===== src/rtl/seq_stim_player.sv =====
// Stimulus player: replays a register table of (i2,i1) symbols, each held for a programmed
// number of cycles. Define PATTERN_LOOP_EN to add the `loop` input for continuous playback.
module seq_stim_player #(
  parameter int NUM_STEPS = 12,
  parameter int ADDR_W    = 4,
  parameter int HOLD_W    = 12
) (
  input  logic              clk,
  input  logic              reset,
  input  logic              wr_en,
  input  logic [ADDR_W-1:0] wr_addr,
  input  logic [HOLD_W+1:0] wr_data,
  input  logic [ADDR_W:0]   run_len,
  input  logic              start,
  input  logic              abort,
`ifdef PATTERN_LOOP_EN
  input  logic              loop,
`endif
  output logic              i2,
  output logic              i1,
  output logic [ADDR_W-1:0] step_idx,
  output logic              busy,
  output logic              done
);

  typedef enum logic [1:0] {IDLE, PLAY, DONE} state_t;

  localparam logic [ADDR_W:0] NUM_STEPS_L = (ADDR_W+1)'(NUM_STEPS);

  state_t            state_q, state_d;
  logic [HOLD_W+1:0] tbl [NUM_STEPS];
  logic [ADDR_W:0]   len_q, len_d;
  logic [ADDR_W-1:0] idx_q, idx_d;
  logic [HOLD_W-1:0] cnt_q, cnt_d;
  logic [1:0]        sym_q, sym_d;

  logic              loop_en;
  logic              wr_ok;
  logic              last;
  logic [ADDR_W:0]   idx_inc;
  logic [ADDR_W-1:0] fetch_idx;
  logic [HOLD_W+1:0] fetch_ent;
  logic [HOLD_W-1:0] fetch_hold;
  logic [HOLD_W-1:0] fetch_cnt;

`ifdef PATTERN_LOOP_EN
  assign loop_en = loop;
`else
  assign loop_en = 1'b0;
`endif

  // Table is frozen for the whole playback so the running pattern cannot be corrupted.
  assign wr_ok = wr_en && (state_q != PLAY) && ({1'b0, wr_addr} < NUM_STEPS_L);

  // NOTE: the table is cleared by reset, which keeps it in flops rather than a RAM macro;
  // that is intended, since playback right after reset must be deterministic.
  always_ff @(posedge clk or posedge reset) begin
    if (reset) begin
      for (int i = 0; i < NUM_STEPS; i++) tbl[i] <= '0;
    end else if (wr_ok) begin
      tbl[wr_addr] <= wr_data;
    end
  end

  assign idx_inc = {1'b0, idx_q} + (ADDR_W+1)'(1);
  assign last    = (idx_inc >= len_q);

  // Entry to load next: entry 0 on start or wrap, otherwise the successor of the current one.
  always_comb begin
    fetch_idx = '0;
    if (state_q == PLAY && !last) fetch_idx = idx_inc[ADDR_W-1:0];
  end

  assign fetch_ent  = tbl[fetch_idx];
  assign fetch_hold = fetch_ent[HOLD_W+1:2];
  // A hold of 0 is treated as 1 cycle, so the counter is loaded with max(hold,1)-1.
  assign fetch_cnt  = (fetch_hold == '0) ? '0 : fetch_hold - HOLD_W'(1);

  // NOTE: the next-state block assigns defaults first so every path is covered and
  // no latch is inferred; it uses blocking assignments, the register block non-blocking.
  always_comb begin
    state_d = state_q;
    len_d   = len_q;
    idx_d   = idx_q;
    cnt_d   = cnt_q;
    sym_d   = sym_q;
    unique case (state_q)
      IDLE: begin
        sym_d = 2'b00;
        if (start && !abort && run_len != '0) begin
          state_d = PLAY;
          len_d   = (run_len > NUM_STEPS_L) ? NUM_STEPS_L : run_len;
          idx_d   = '0;
          sym_d   = fetch_ent[1:0];
          cnt_d   = fetch_cnt;
        end
      end
      PLAY: begin
        if (abort) begin
          state_d = IDLE;
          idx_d   = '0;
          cnt_d   = '0;
          sym_d   = 2'b00;
        end else if (cnt_q != '0) begin
          cnt_d = cnt_q - HOLD_W'(1);
        end else if (!last || loop_en) begin
          idx_d = fetch_idx;
          sym_d = fetch_ent[1:0];
          cnt_d = fetch_cnt;
        end else begin
          state_d = DONE;
          idx_d   = '0;
          sym_d   = 2'b00;
        end
      end
      DONE: begin
        state_d = IDLE;
      end
      default: begin
        state_d = IDLE;
        sym_d   = 2'b00;
      end
    endcase
  end

  always_ff @(posedge clk or posedge reset) begin
    if (reset) begin
      state_q <= IDLE;
      len_q   <= '0;
      idx_q   <= '0;
      cnt_q   <= '0;
      sym_q   <= 2'b00;
    end else begin
      state_q <= state_d;
      len_q   <= len_d;
      idx_q   <= idx_d;
      cnt_q   <= cnt_d;
      sym_q   <= sym_d;
    end
  end

  assign i2       = sym_q[1];
  assign i1       = sym_q[0];
  assign step_idx = idx_q;
  assign busy     = (state_q == PLAY);
  assign done     = (state_q == DONE);

endmodule


===== config.mk =====
export PLATFORM = sky130hd
export DESIGN_NAME = seq_stim_player
export DESIGN_NICKNAME = d
export VERILOG_FILES = /design/src/rtl/seq_stim_player.sv
export SDC_FILE = /design/constraint.sdc
export NUM_CORES = 1
export LEC_CHECK = 0
export BUFFER_PORTS_ARGS = -buffer_cell sky130_fd_sc_hd__buf_2
export CAP_MARGIN = 20
export CELL_PAD_IN_SITES_DETAIL_PLACEMENT = 0
export CELL_PAD_IN_SITES_GLOBAL_PLACEMENT = 2
export CORE_ASPECT_RATIO = 2
export CORE_UTILIZATION = 28
export DETAILED_ROUTE_END_ITERATION = 10
export PLACE_DENSITY_LB_ADDON = 0.1
export SLEW_MARGIN = 0
export SYNTH_ARGS = -nofsm -noshare
export SYNTH_HDL_FRONTEND = slang
export SYNTH_SLANG_ARGS = --single-unit

===== constraint.sdc =====
create_clock -name clk -period 8.67 [get_ports clk]
set_clock_uncertainty 0.2 [all_clocks]
set_input_delay 1.3005 -clock clk [delete_from_list [all_inputs] [get_ports clk]]
set_output_delay 1.3005 -clock clk [all_outputs]
set_load 0.1 [all_outputs]

==> flow_summary_export.csv <==
group,metric,value,unit
outcome,outcome,"completed",
detailed_routing,drt-initial-drc-count,339,
detailed_routing,wl,37390,microns
yosys,yosys_most_used_dff,"dfrtp_1",
yosys,syn_area,0.01026,sq mm
yosys,synth_cell_types,88,
clocking,postCtsResizedCells,0,
clocking,insertion_delay,450,ps
worst_setup_path,cpMostUsedCell,"ha_1",
flow_run,drv_cap,0,
yosys,synth.avg_cell_area,11.39,sq um
yosys,yosysSeqAreaShare,47.07,%
pwr,irDropWorstVdd,209.6,uV
floorplan,die_area,0.03746,sq mm
timing,hold_viol_final,0,
worst_setup_path,cp.depth,16,
place,gp_congestion,0.8076,
detailed_routing,wl_per_cell,26.98,microns
yosys,yosysTopAreaCell,"dfrtp_1",
worst_setup_path,critPathLaunchType,"flip-flop",
clocking,clk_pin_slew,70,ps
clocking,htreeDepth,4,
worst_setup_path,crit_type,"reg2reg",
layout,nNetsFinal,960,
grt,grt_max_degree,90,
clocking,cts_made_buffers,17,
worst_setup_path,cp_top_family,"simple AND/OR/NAND/NOR gates",
floorplan,die_x,137.4,microns
floorplan,die_height,272.7,microns
worst_setup_path,cpMaxStageDelayCell,"dfrtp_2",
yosys,postSynthNetCount,939,
grt,antenna_found_initial,2,
layout,syn_to_final_growth,12.11,%
layout,seq_area,0.004831,sq mm
worst_setup_path,ff2ff_setup_slack,3110,ps
worst_setup_path,critPathMaxFanout,31,
pwr,power_density,397.0,mW/mm^2
worst_setup_path,r2r_cells,16,
worst_setup_path,rr_endpoint,"cnt_q[2]",
timing,tightest_slew,1088,ps
grt,grt_pass1_wl,54540,microns
hold_path,min_to,"len_q[1]",
worst_setup_path,cp.buffers_inverters,3,
clocking,cts.sinks,193,
yosys,synth_edf_count,0,
timing,setup_viol,0,
detailed_routing,firstDrtPassIters,5,
floorplan,rows,98,
worst_setup_path,reg2reg_from,"step_idx[0]",
timing,fmax,179.9,MHz
grt,grt_pass1_vias,7794,
grt,grt_util_all_layers,21.16,%
detailed_routing,postRouteAntennaNets,0,
hold_path,hold_path_class,"reg2reg",
yosys,ys_warn_count,0,
detailed_routing,vias,7343,
timing,hold_ws,293.1,ps
clocking,cts.path.max_buffers,2,
timing,slew_headroom,27.32,%
yosys,postSynthCellCount,901,
timing,tns,0,ps
worst_setup_path,slowest_delay,680,ps
floorplan,initial_core_util,28.56,%
floorplan,coreArea,0.03593,sq mm
worst_setup_path,cp.required,8790,ps
timing,grt_setup_unrepaired,"no",
worst_setup_path,crit_arrival,5680,ps
clocking,cts_root_buf,"clkbuf_16",
detailed_routing,drc_errors,0,
clocking,cts_tree,"built",
place,dp_hpwl,27050,microns
yosys,synth_area_leaders,"dfrtp_1, mux2_2, nand2_1, mux2i_1, nor2_1",
pwr,leakagePower,4.950,nW
clocking,postCtsSetupRepairBufs,0,
timing,finalCritPeriodShare,64.11,%
layout,multi_input_area,0.005069,sq mm
layout,drive_above_1_share,33.26,%
hold_path,whs_path_depth,2,
timing,min_period,5559,ps
timing,drv_slew,0,
place,io_buffers,35,
yosys,synth-seq-cells,193,
worst_setup_path,crit_chain,"ha_2 -> xnor2_4 -> inv_2 -> ha_1 -> a21oi_1 -> o22a_2 -> buf_4 -> nand2_1 -> o221ai_1 -> nor3b_2 -> ha_1 -> inv_1 -> or3_4 -> nor4_4 -> or2_4 -> o221ai_2",
hold_path,hp-start,"len_q[1]",
layout,fillers,3718,
layout,fin_util,32.02,%
yosys,synth_top_area_share,47.07,%
worst_setup_path,endpoint_kind,"flip-flop",
grt,overflow,0,
floorplan,pin_count,36,
yosys,synthArstFlopShare,100.0,%
worst_setup_path,startpoint,"step_idx[0]",
detailed_routing,post_drt_via_cell_ratio,5.298,
clocking,cts_hold_buf,0,
## power by group
part	switching (mW)	internal, mW
registers	0.239	1.27
clock network	0.368	0.467
logic	1.38	0.841
## metrics by stage
stage	power (mW)	std cells	setup slack, ps	cell area (sq um)
global route	4.859	1386	2723	11500
global placement	3.785	1353	3228	10890
floorplan	3.058	901	1914	10260
CTS	4.643	1385	3108	11500
finish	4.567	1386	3111	11500
detailed placement	3.782	1353	3113	10890
## final cells by class
| class | instances | share of cell area [%] |
|---|---|---|
| well taps | 450 | 4.895 |
| diodes | 1 | 0.02175 |
| inverters | 19 | 0.7287 |
| clock inverters | 10 | 1.327 |
| repair buffers | 58 | 3.024 |
| flip-flops and latches | 193 | 41.99 |
| clock buffers | 22 | 3.948 |
| multi-input cells | 633 | 44.06 |
## placed cells by master (no fill, tap or decap), types with 16 or more instances in the layout
cell type / Yosys / layout
mux2i_1: 20 / 20
nor2_1: 42 / 41
o21ai_0: 28 / 28
nand3_1: 27 / 27
a21oi_1: 31 / 31
nor3_1: 25 / 25
inv_1: 17 / 16
nand2_1: 85 / 85
dfrtp_1: 193 / 192
buf_4: 2 / 23
clkbuf_16: 0 / 17
buf_2: 11 / 35
mux2_2: 174 / 174
## flip-flops by register name, summed over array words and instances (netlist names)
signal / flops
len_q: 5
step_idx: 4
tbl: 168
sym_q: 2
cnt_q: 12
state_q: 2
## per-layer routing
metal,routed length (microns),track usage [%],up-vias
met4,1705,10.82,2
met1,13740,21.78,3827
met5,13,0,-
met2,21160,40.39,99
met3,774,2.857,57
li1,-,-,3358
## worst max-delay path by stage
stage	end	slack [ps]
after floorplan	cnt_q[0]	1910
after global placement	cnt_q[2]	3230
after detailed placement	cnt_q[2]	3110
after CTS	cnt_q[2]	3110
after global routing	cnt_q[3]	2720
final	cnt_q[2]	3110
## tightest hold or removal path, stage by stage (launching register included)
cell and delay (ps):
dfrtp_1 350, nand2_1 50, o21ai_0 60
## cell usage after synthesis (11+ instances only)
cell	number
nor3_1	25
dfrtp_1	193
o21ai_0	28
buf_2	11
inv_1	17
mux2i_1	20
nand3_1	27
a21oi_1	31
nor2_1	42
clkbuf_1	25
mux2_2	174
nand2_1	85
## cell families after synthesis
| logic type | Yosys count | share of synthesized area [%] |
|---|---|---|
| adder cells (fa/ha/maj) | 10 | 1.219 |
| AND/OR/NAND/NOR | 246 | 12.74 |
| XOR/XNOR | 11 | 1.195 |
| AO/OA/AOI/OAI | 169 | 12.49 |
| buffers and inverters | 75 | 3.585 |
| flip-flops | 193 | 47.07 |
| multiplexers | 197 | 21.70 |
No activity file was read; power rests on OpenSTA's default activity.
